File: src/rtl/hmc6502_pkg.sv
// Shared types and constants for the hmc6502 control path.
// Interrupt-sequencer states, source encoding, select encodings and vector bytes.
package hmc6502_pkg;

  typedef enum logic [3:0] {
    StIdle,
    StRstIdle,
    StInt1,
    StInt2,
    StPushPch,
    StPushPcl,
    StPushP,
    StVecLo,
    StVecHi
  } int_state_t;

  typedef enum logic [1:0] {
    SRC_RST,
    SRC_NMI,
    SRC_BRK,
    SRC_IRQ
  } int_src_t;

  localparam logic [1:0] AddrNone   = 2'd0;
  localparam logic [1:0] AddrStack  = 2'd1;
  localparam logic [1:0] AddrVector = 2'd2;

  localparam logic [1:0] PushPch = 2'd0;
  localparam logic [1:0] PushPcl = 2'd1;
  localparam logic [1:0] PushP   = 2'd2;

  localparam logic [7:0] NmiVecLoDflt = 8'hFA;
  localparam logic [7:0] RstVecLoDflt = 8'hFC;
  localparam logic [7:0] IrqVecLoDflt = 8'hFE;

endpackage

File: src/rtl/nmi_edge_detect.sv
// NMI falling-edge detector with a pending flag.
// A fall in the same cycle as a clear keeps the flag set.
module nmi_edge_detect (
  input  logic clk,
  input  logic reset,
  input  logic nmi_n_i,
  input  logic clr_i,
  output logic set_o,
  output logic pend_o
);

  logic prev_q;
  logic pend_q, pend_d;

  assign set_o  = prev_q & ~nmi_n_i;
  assign pend_d = set_o | (pend_q & ~clr_i);
  assign pend_o = pend_q;

  always_ff @(posedge clk) begin
    if (reset) begin
      prev_q <= 1'b1;
      pend_q <= 1'b0;
    end else begin
      prev_q <= nmi_n_i;
      pend_q <= pend_d;
    end
  end

endmodule

File: src/rtl/interrupt_sequencer.sv
// 6502 interrupt/reset entry sequencer: arbitrates RESET/NMI/BRK/IRQ at instruction
// boundaries and drives the 7-cycle stack-push / vector-fetch sequence.
module interrupt_sequencer
  import hmc6502_pkg::*;
#(
  parameter logic [7:0] NMI_VEC_LO = NmiVecLoDflt,
  parameter logic [7:0] RST_VEC_LO = RstVecLoDflt,
  parameter logic [7:0] IRQ_VEC_LO = IrqVecLoDflt
) (
  input  logic       clk,
  input  logic       reset,
  input  logic       nmi_n_i,
  input  logic       irq_n_i,
  input  logic       brk_req_i,
  input  logic       instr_boundary_i,
  input  logic       i_flag_i,
  input  logic       ready_i,
  output logic       take_over_o,
  output logic [1:0] addr_sel_o,
  output logic [7:0] vector_lo_o,
  output logic [1:0] push_sel_o,
  output logic       mem_write_o,
  output logic       sp_dec_o,
  output logic       pcl_load_o,
  output logic       pch_load_o,
  output logic       set_i_o,
  output logic       b_value_o,
  output logic       done_o
);

  int_state_t state_q, state_d;
  int_src_t   src_q, src_d;
  logic       rst_pend_q, rst_clr;
  logic       use_nmi_q, use_nmi_d;
  logic       nmi_set, nmi_pend, nmi_clr;
  logic       arb_valid;
  int_src_t   arb_src;
  logic       push_go;
  logic [7:0] vec_base;

  nmi_edge_detect u_nmi_edge_detect (
    .clk     (clk),
    .reset   (reset),
    .nmi_n_i (nmi_n_i),
    .clr_i   (nmi_clr),
    .set_o   (nmi_set),
    .pend_o  (nmi_pend)
  );

  always_comb begin
    arb_valid = 1'b1;
    arb_src   = SRC_RST;
    if (rst_pend_q)                    arb_src = SRC_RST;
    else if (nmi_pend)                 arb_src = SRC_NMI;
    else if (brk_req_i)                arb_src = SRC_BRK;
    else if (!irq_n_i && !i_flag_i)    arb_src = SRC_IRQ;
    else                               arb_valid = 1'b0;
  end

  assign vec_base = (src_q == SRC_RST) ? RST_VEC_LO :
                    use_nmi_q          ? NMI_VEC_LO : IRQ_VEC_LO;
  // Reset pushes are reads and stall on RDY; real pushes are writes and never stall.
  assign push_go  = ready_i || (src_q != SRC_RST);

  always_comb begin
    state_d     = state_q;
    src_d       = src_q;
    use_nmi_d   = use_nmi_q;
    nmi_clr     = 1'b0;
    rst_clr     = 1'b0;
    take_over_o = 1'b0;
    addr_sel_o  = AddrNone;
    vector_lo_o = 8'h00;
    push_sel_o  = PushPch;
    mem_write_o = 1'b0;
    sp_dec_o    = 1'b0;
    pcl_load_o  = 1'b0;
    pch_load_o  = 1'b0;
    set_i_o     = 1'b0;
    b_value_o   = 1'b0;
    done_o      = 1'b0;

    unique case (state_q)
      StIdle, StRstIdle: begin
        if ((instr_boundary_i || state_q == StRstIdle) && arb_valid) begin
          state_d   = StInt1;
          src_d     = arb_src;
          use_nmi_d = (arb_src == SRC_NMI);
        end
      end
      StInt1: begin
        take_over_o = 1'b1;
        if (ready_i) state_d = StInt2;
      end
      StInt2: begin
        take_over_o = 1'b1;
        if (ready_i) state_d = StPushPch;
      end
      StPushPch, StPushPcl, StPushP: begin
        take_over_o = 1'b1;
        addr_sel_o  = AddrStack;
        mem_write_o = (src_q != SRC_RST);
        sp_dec_o    = push_go;
        push_sel_o  = (state_q == StPushPch) ? PushPch :
                      (state_q == StPushPcl) ? PushPcl : PushP;
        if (state_q == StPushP) b_value_o = (src_q == SRC_BRK);
        if (push_go) begin
          if (state_q == StPushPch)      state_d = StPushPcl;
          else if (state_q == StPushPcl) state_d = StPushP;
          else begin
            state_d = StVecLo;
            // Late NMI hijacks a BRK/IRQ entry; decision frozen here for both vector bytes.
            if ((src_q == SRC_BRK || src_q == SRC_IRQ) && (nmi_pend || nmi_set))
              use_nmi_d = 1'b1;
          end
        end
      end
      StVecLo: begin
        take_over_o = 1'b1;
        addr_sel_o  = AddrVector;
        vector_lo_o = vec_base;
        if (ready_i) begin
          pcl_load_o = 1'b1;
          set_i_o    = 1'b1;
          nmi_clr    = use_nmi_q;
          rst_clr    = (src_q == SRC_RST);
          state_d    = StVecHi;
        end
      end
      StVecHi: begin
        take_over_o = 1'b1;
        addr_sel_o  = AddrVector;
        vector_lo_o = vec_base + 8'd1;
        if (ready_i) begin
          pch_load_o = 1'b1;
          done_o     = 1'b1;
          state_d    = StIdle;
        end
      end
      default: state_d = StIdle;
    endcase

    if (reset) begin
      take_over_o = 1'b0;
      addr_sel_o  = AddrNone;
      vector_lo_o = 8'h00;
      push_sel_o  = PushPch;
      mem_write_o = 1'b0;
      sp_dec_o    = 1'b0;
      pcl_load_o  = 1'b0;
      pch_load_o  = 1'b0;
      set_i_o     = 1'b0;
      b_value_o   = 1'b0;
      done_o      = 1'b0;
    end
  end

  always_ff @(posedge clk) begin
    if (reset) begin
      state_q    <= StRstIdle;
      src_q      <= SRC_RST;
      rst_pend_q <= 1'b1;
      use_nmi_q  <= 1'b0;
    end else begin
      state_q    <= state_d;
      src_q      <= src_d;
      use_nmi_q  <= use_nmi_d;
      if (rst_clr) rst_pend_q <= 1'b0;
    end
  end

endmodule
File: config.mk
export PLATFORM = sky130hd
export DESIGN_NAME = interrupt_sequencer
export DESIGN_NICKNAME = d
export VERILOG_FILES = /design/src/rtl/hmc6502_pkg.sv /design/src/rtl/nmi_edge_detect.sv /design/src/rtl/interrupt_sequencer.sv
export SDC_FILE = /design/constraint.sdc
export NUM_CORES = 1
export LEC_CHECK = 0
export CORE_MARGIN = 3
export CORE_UTILIZATION = 30
export DETAILED_ROUTE_END_ITERATION = 10
export HOLD_SLACK_MARGIN = 0.02
export PLACE_DENSITY = 0.62
export SYNTH_ARGS = -nofsm -noshare
export SYNTH_HDL_FRONTEND = slang
export SYNTH_HIERARCHICAL = 1
export SYNTH_SLANG_ARGS = --single-unit
File: constraint.sdc
create_clock -name clk -period 3.05 [get_ports clk]
set_clock_uncertainty 0.15 [all_clocks]
set_input_delay 0.7625 -clock clk [delete_from_list [all_inputs] [get_ports clk]]
set_output_delay 0.7625 -clock clk [all_outputs]
set_load 0.1 [all_outputs]
==> results of run 1 <==
-- power groups by stage --
stage	sequential, W	combinational, W	clock, W
final	0.000157	0.000205	0.0000922
after global routing	0.000160	0.000221	0.000100
after detailed placement	0.000160	0.000205	0
after global placement	0.000158	0.000202	0
after floorplan	0.000158	0.000142	0
after CTS	0.000157	0.000206	0.0000956
-- critical path, stage by stage (launching register included) --
cell	delay [ns]
sky130_fd_sc_hd__dfxtp_1	0.49
sky130_fd_sc_hd__or4b_4	0.56
sky130_fd_sc_hd__a21o_1	0.22
sky130_fd_sc_hd__buf_4	0.15
sky130_fd_sc_hd__a21oi_2	0.15
sky130_fd_sc_hd__buf_12	0.19
-- layer usage --
| layer | routed length, um | GRT usage | vias up |
|---|---|---|---|
| met2 | 982 | 0.252 | 26 |
| met1 | 854 | 0.198 | 362 |
| met4 | 41 | 0.0769 | 0 |
| li1 | - | - | 386 |
| met3 | 146 | 0.0349 | 5 |
| met5 | 0 | 0 | - |
-- cell type report --
| class | count | area share |
|---|---|---|
| Sequential cell | 10 | 0.153 |
| Multi-Input combinational cell | 68 | 0.376 |
| Tap cell | 28 | 0.0267 |
| Inverter | 7 | 0.0229 |
| Clock buffer | 3 | 0.0172 |
| Timing Repair Buffer | 35 | 0.405 |
-- placed cells by master, fill, tap and decap left out, types with 3 or more instances in the layout --
cell	synthesis	layout
sky130_fd_sc_hd__a21oi_1	6	4
sky130_fd_sc_hd__buf_12	0	20
sky130_fd_sc_hd__buf_4	6	8
sky130_fd_sc_hd__clkbuf_4	0	3
sky130_fd_sc_hd__clkdlybuf4s50_1	0	7
sky130_fd_sc_hd__dfxtp_1	10	10
sky130_fd_sc_hd__inv_1	7	6
sky130_fd_sc_hd__nand2_1	3	3
sky130_fd_sc_hd__nor2_1	15	11
sky130_fd_sc_hd__nor2_4	0	3
sky130_fd_sc_hd__nor3_1	6	5
sky130_fd_sc_hd__o211ai_1	3	3
sky130_fd_sc_hd__o21ai_0	4	4
-- logic make-up (layout without fill, tap and decap cells) --
family | after synthesis | after routing | synth area share
AOI/OAI and AO/OA | 22 | 22 | 0.223
xor gates and xnor gates | 1 | 1 | 0.0121
muxes | 1 | 1 | 0.0138
DFF | 10 | 10 | 0.276
buffers and inverters | 18 | 45 | 0.136
and+or+nand+nor | 44 | 44 | 0.339
-- final timing paths --
path | slack, ns | startpoint | cells after the start | to
worst min register to register | 0.38 | rst_pend_q | 2 | rst_pend_q
worst max-delay path | 0.11 | state_q[3] | 5 | vector_lo_o[2]
worst max register to register | 1.29 | state_q[2] | 6 | u_nmi_edge_detect/pend_o
worst min-delay path | 0.38 | rst_pend_q | 2 | rst_pend_q
-- registers in the layout (all words and copies together) (netlist names) --
register / cells
state_q: 4
src_q: 2
rst_pend_q: 1
u_nmi_edge_detect/pend_o: 1
u_nmi_edge_detect/prev_q: 1
use_nmi_q: 1
-- metrics by stage --
| stage | cell area, um2 | cells | TNS [ns] | utilization | hold slack, ns |
|---|---|---|---|---|---|
| 5_1_grt | 1310 | 151 | 0 | 0.582 | 0.408 |
| 3_5_place_dp | 1290 | 148 | 0 | 0.572 | 0.363 |
| 3_3_place_gp | 1290 | 148 | 0 | 0.572 | 0.350 |
| 2_1_floorplan | 812 | 96 | -0.464 | - | 0.329 |
| 6_report | 1310 | 151 | 0 | 0.582 | 0.378 |
| 4_1_cts | 1310 | 151 | 0 | 0.582 | 0.373 |
==> results.md, run 1 <==
Power:
- The share of total power dissipated in combinational logic is 0.452.
- The worst-case IR drop observed on VDD is 0.228 mV.
- The power spent charging and discharging nets is 0.000182 W.
- Of the total power, registers draw 0.346.
- The analysis attributes to cell leakage a power of 0.519 nW.
- The clock share of power is 0.203.
- The total power after layout is 0.000455 W.
- Cell internal power was estimated by the tool at 0.000272 W.
- The cell area power density is 347 nW/um2.
- Of the total power, the share spent switching nets is 0.401.

Timing:
- The slack of the critical path is 0.105 ns.
- The top achievable clock speed is 340 MHz.
- Measured against its own limit, the worst slew margin works out to 0.691.
- The final setup violation count is 0.
- The final critical path time including I/O delays and setup is 2.94 ns.
- The slew at the pin closest to its max-slew limit is 0.459 ns.
- Setup repair after global routing left no endpoint under its margin.
- The number of max-slew violations in the final report is 0.
- The share of the clock period used by the worst path is 0.966.
- The number of hold violations in the final report came to 0.

Layout:
- The share of layout cells above drive strength 1 is 0.407.
- The net count of the finished layout is 133.
- The antenna diode count is 0.
- The fill cell instance count of the final layout is 222.
- In the final layout, the multi-input gates occupy 493 um2.
- Registers take 200 um2.
- The signed area change from the synthesized netlist to the final layout is 81.0%.

Routing:
- The count of unresolved DRC violations after routing is 0.
- Summed over all layers, the routed wires come to 2.02 mm.
- Once detail routing completed, the nets flagged for antenna violations numbered 0.
- Dividing the detail-routed wire length by the instance count gives 13.4 um.
- The detailed router finished its first iteration with 13 violations.
- After detailed routing, the number of vias per cell comes to 5.16.
- The routed layout has 779 vias.
- The number of search-and-repair iterations in the first detailed-routing pass is 4.

Status:
- The run finished with clean final reports.

Placed design:
- The detailed placer's ending HPWL is 1.67 mm.
- The final RePlAce weighted congestion is 0.842.
- The number of I/O port buffers is 27.
- The worst setup slack after placement is 0.113 ns.

Synth:
- In the synthesized netlist the async set-or-reset flop fraction comes to 0.
- Ranked by total cell area, the synthesized netlist is headed by sky130_fd_sc_hd__dfxtp_1 28%, sky130_fd_sc_hd__nor2_1 7.8%, sky130_fd_sc_hd__buf_4 6.2%, sky130_fd_sc_hd__a21oi_1 4.1%, sky130_fd_sc_hd__nor3_1 4.1%.
- The synthesized netlist contains 38 unique library cells.
- A synthesized cell averages 7.55 um2.
- The post-synthesis net count is 104.
- Synthesis handed over a netlist of 96 instances.
- In the synthesized netlist, the cells that appear most often are 15 x sky130_fd_sc_hd__nor2_1, 10 x sky130_fd_sc_hd__dfxtp_1, 7 x sky130_fd_sc_hd__inv_1.
- The combined area of all synthesized cells is 724 um2.
- The cell with the most instances after synthesis is sky130_fd_sc_hd__nor2_1.
- The number of warning messages in the yosys log is 6.
- The synthesized design spends more area on one cell type than any other, namely sky130_fd_sc_hd__dfxtp_1.
- The main flop type after synthesis is sky130_fd_sc_hd__dfxtp_1.
- The share of synthesized area in the top cell type comes to 0.276.
- The number of synthesized flops with an enable pin is 0.
- The register bit total from synthesis is 10.
- The share of the Yosys chip area taken by registers is 0.276.

Global route:
- The number of global-route vias before repair is 742.
- Entering global routing, the biggest net connects 14 pins.
- The first-pass GRT wire length is 3.44 mm.
- The global route total overflow is 0.
- The initial antenna violation count is 0.
- The global router's overall resource usage is 0.158.

Die:
- The die area is 3040 um2.
- The I/O pin count is 28.
- The die span in y is 55.1 um.
- The total core area is 2250 um2.
- From left edge to right edge, the die measures 55.1 um.
- For this configuration, the core starts out at a cell density of 0.321.
- The floorplan has 17 rows.

CTS:
- TritonCTS built the clock tree.
- Gates resized during post-CTS repair numbered 0.
- The cell chosen for the clock root is sky130_fd_sc_hd__clkbuf_4.
- Buffers added to address setup during post-CTS repair amount to 0.
- The number of clock buffers inserted by TritonCTS is 3.
- The clock latency on the worst-skew pair is 0.27 ns.
- The number of sinks handled by clock tree synthesis is 10.
- Clock-pin slew was measured on the worst setup and hold paths at 0.06 ns.
- The clock passes through at most 2 buffers.
- CTS built an H-tree with a depth of 1.
- After clock tree synthesis, the flow added hold-fix buffers numbering 0.

Worst setup path:
- The critical path start-end classification is reg2out.
- STA classifies the critical path endpoint as an output port.
- Along the worst path, the maximum fanout reaches 9.
- The critical path arrival is 2.03 ns.
- For the worst setup path, the data required time is 2.14 ns.
- STA classifies the critical path startpoint as a flop.

Worst hold path:
- The type of the most critical hold path is reg2reg.

Run:
- The count of max-cap constraint violations is 0.
Power figures use the tool's default switching activity.
==> inputs of run 2 (changes only) <==
==> constraint.sdc (replaced) <==
create_clock -name clk -period 3 [get_ports clk]
set_clock_uncertainty 0.15 [all_clocks]
set_input_delay 0.75 -clock clk [delete_from_list [all_inputs] [get_ports clk]]
set_output_delay 0.75 -clock clk [all_outputs]
set_load 0.1 [all_outputs]
==> run 2 against run 1 <==
Worst hold slack better by 0.0048 ns; clock power fell by 0.8%; worst setup slack improved by 0.058 ns; largest cell class unchanged; critical path type unchanged.
==> results.md, run 2 (same netlist as run 1, synthesis figures left out) <==
Status:
- The run finished with clean final reports.

Timing:
- The top achievable clock speed is 353 MHz.
- Setup violations remaining at the end of the flow were counted as 0.
- The final critical path time including I/O delays and setup is 2.84 ns.
- The final sum of negative setup slack is 0 ns.
- The number of max-slew violations in the final report is 0.
- Setup repair after global routing left no endpoint under its margin.
- The number of hold violations in the final report was 0.
- Of the available clock period, the critical path in the final layout requires 0.945.
- In this run the tightest slew margin relative to its limit is 0.690.
- Hold timing on the final database bottoms out at a slack of 0.383 ns.
- The slew at the pin closest to its max-slew limit is 0.462 ns.

Die:
- The core region is 2250 um2.
- In this run the vertical extent of the chip is 55.1 um.
- The die width is 55.1 um.
- The die area is 3040 um2.
- 28 I/O pins were placed.
- The initial utilization of the core area, before any placement, comes to 0.321.
- The total number of placement rows is 17.

Global route:
- The first-pass GRT wire length is 3.37 mm.
- The global router's overall resource usage is 0.160.
- For met3 alone, demand over resource in global routing was 0.0429.
- The busiest layer in global routing is met2.
- The number of global-route vias before repair is 740.
- The met2 usage is 0.270.
- The global route total overflow is 0.
- The pin count of the biggest net entering global routing is 14.
- The initial antenna violation count came to 0.
- The met1 usage in global routing is 0.178.

Layout:
- After routing the design area is 1320 um2.
- The repair_antennas step left the layout with diodes totalling 0.
- The net count of the finished layout is 133.
- The largest registers in the layout are state_q (4), src_q (2).
- Relative to the synthesized area, the layout overhead comes to 82.0%.
- Of the cells placed in the final design, the portion with a size suffix greater than 1 is 0.415.
- The register with the most flip-flops in the layout has 4 of them.
- The library cells used most frequently in the layout, excluding fill and tap cells, are 20 x sky130_fd_sc_hd__buf_12, 11 x sky130_fd_sc_hd__nor2_1, 9 x sky130_fd_sc_hd__dfxtp_1.
- state_q holds more flip-flops than any other register.
- The most common cell after layout, fill and taps aside is sky130_fd_sc_hd__buf_12.

Routing:
- The routed design has 2.04 mm of wire.
- The per-cell via count in the routed design is 5.03.
- The initial DRC count is 6.
- The first detailed-routing pass took 2 iterations.
- The count of unresolved DRC violations after routing is 0.
- The residual antenna-violating net count after detailed routing is 0.
- The routed wirelength normalized by instance count is 13.5 um.
- The via count of the routed design is 759.

CTS:
- The cell chosen for the clock root is sky130_fd_sc_hd__clkbuf_4.
- TritonCTS built the clock tree.
- The clock drives 10 sinks.
- The count of H-tree levels built during CTS is 1.
- The clock latency on the worst-skew pair is 0.27 ns.
- Buffers inserted during clock tree synthesis total 3.
- The total of hold buffers inserted after clock tree synthesis is 0.
- The clock passes through at most 2 buffers.
- After clock tree synthesis, the clock-pin slew on the worst setup and hold paths is 0.06 ns.

Worst setup path:
- The endpoint kind of the worst setup timing path is an output port.
- The launching element type of the critical path is a flop.
- The critical path buffer and inverter count is 2.
- The critical path arrival is 1.94 ns.
- The critical path starts at state_q[2].
- Of all nets on the critical path, the largest fanout is 8.
- The startpoint identified for the worst register-to-register timing path is state_q[2].
- Walking the worst path, the cells encountered are or4b_4 -> a21o_1 -> buf_4 -> nor2_2 -> buf_12.
- The cell class contributing the biggest share of worst-path delay is simple AND/OR/NAND/NOR gates.
- The critical path start-end classification is reg2out.
- The maximum single-stage delay on the critical path is 0.56 ns.
- Data on the critical path is required at its endpoint by 2.10 ns.
- The cell type of the slowest stage on the worst timing path is sky130_fd_sc_hd__or4b_4.

Placed design:
- The total placed instance area is 1290 um2.
- In this run the tool buffered the top-level ports with 27 buffer cells.
- The detailed placer's ending HPWL is 1.65 mm.
- At the end of routability-driven placement, the weighted congestion stood at 0.840.

Power:
- For this design the ratio of total power to cell area is 349 nW/um2.
- The peak supply drop is 0.250 mV.
- The leakage power is 0.529 nW.
- The total power after layout is 0.000460 W.

Run:
- The count of max-cap constraint violations is 0.

Worst hold path:
- The type of the most critical hold path is reg2reg.
- The startpoint identified for the worst hold timing path is rst_pend_q.
-- run 2: cell count changes in the layout (fill, tap and decap cells not counted) --
cell | before | now
sky130_fd_sc_hd__dfxtp_2 | 0 | 1
sky130_fd_sc_hd__clkdlybuf4s50_1 | 7 | 6
sky130_fd_sc_hd__buf_6 | 0 | 1
sky130_fd_sc_hd__dfxtp_1 | 10 | 9
sky130_fd_sc_hd__buf_4 | 8 | 7
sky130_fd_sc_hd__dlymetal6s2s_1 | 0 | 1
-- run 2: repair_timing --
action                     CTS  global route
resized for setup            0             2
setup buffers                0             0
setup endpoints to repair    0             1
-- run 2: path summary, 6_finish.rpt --
check / endpoint / slack, ns / cells after the start
hold reg to reg: rst_pend_q / 0.38 / 2
setup / recovery: vector_lo_o[1] / 0.16 / 5
hold / removal: rst_pend_q / 0.38 / 2
setup reg to reg: u_nmi_edge_detect/pend_o / 1.26 / 6
-- run 2: final cells by class --
cell class,count,area [um2]
sequential,10,201
fill,217,936
clock buffer,3,22.5
inverter,7,30.0
tap,28,35.0
multi-input combinational,68,493
timing repair buffer,35,537
-- run 2: metal layers --
layer,part of all wire,up-vias,wire length (um)
li1,-,382,-
met3,0.058,4,118
met2,0.51,22,1040
met4,0.018,0,36
met5,0,-,0
met1,0.41,351,842
-- run 2: worst reg2reg max path, stage by stage (launching register included) --
cell                      delay, ns
sky130_fd_sc_hd__dfxtp_1       0.49
sky130_fd_sc_hd__and2b_1       0.27
sky130_fd_sc_hd__nand4_1       0.23
sky130_fd_sc_hd__buf_4         0.21
sky130_fd_sc_hd__nor2_1        0.08
sky130_fd_sc_hd__nor2b_1       0.05
sky130_fd_sc_hd__o21ba_1       0.16
-- run 2: metrics by stage --
step | std cells | setup slack (ns) | util
2_1_floorplan | 96 | -0.460 | -
3_3_place_gp | 148 | 0.0397 | 0.572
3_5_place_dp | 148 | 0.0110 | 0.572
4_1_cts | 151 | 0.00682 | 0.582
5_1_grt | 151 | 0.0977 | 0.585
6_report | 151 | 0.164 | 0.585
-- run 2: report_power, final --
part / switching, W / leakage (nW) / internal, W
clock: 0.0000452 / 0.0138 / 0.0000463
sequential: 0.0000134 / 0.0829 / 0.000146
combinational: 0.000124 / 0.433 / 0.0000846
total: 0.000183 / 0.529 / 0.000277
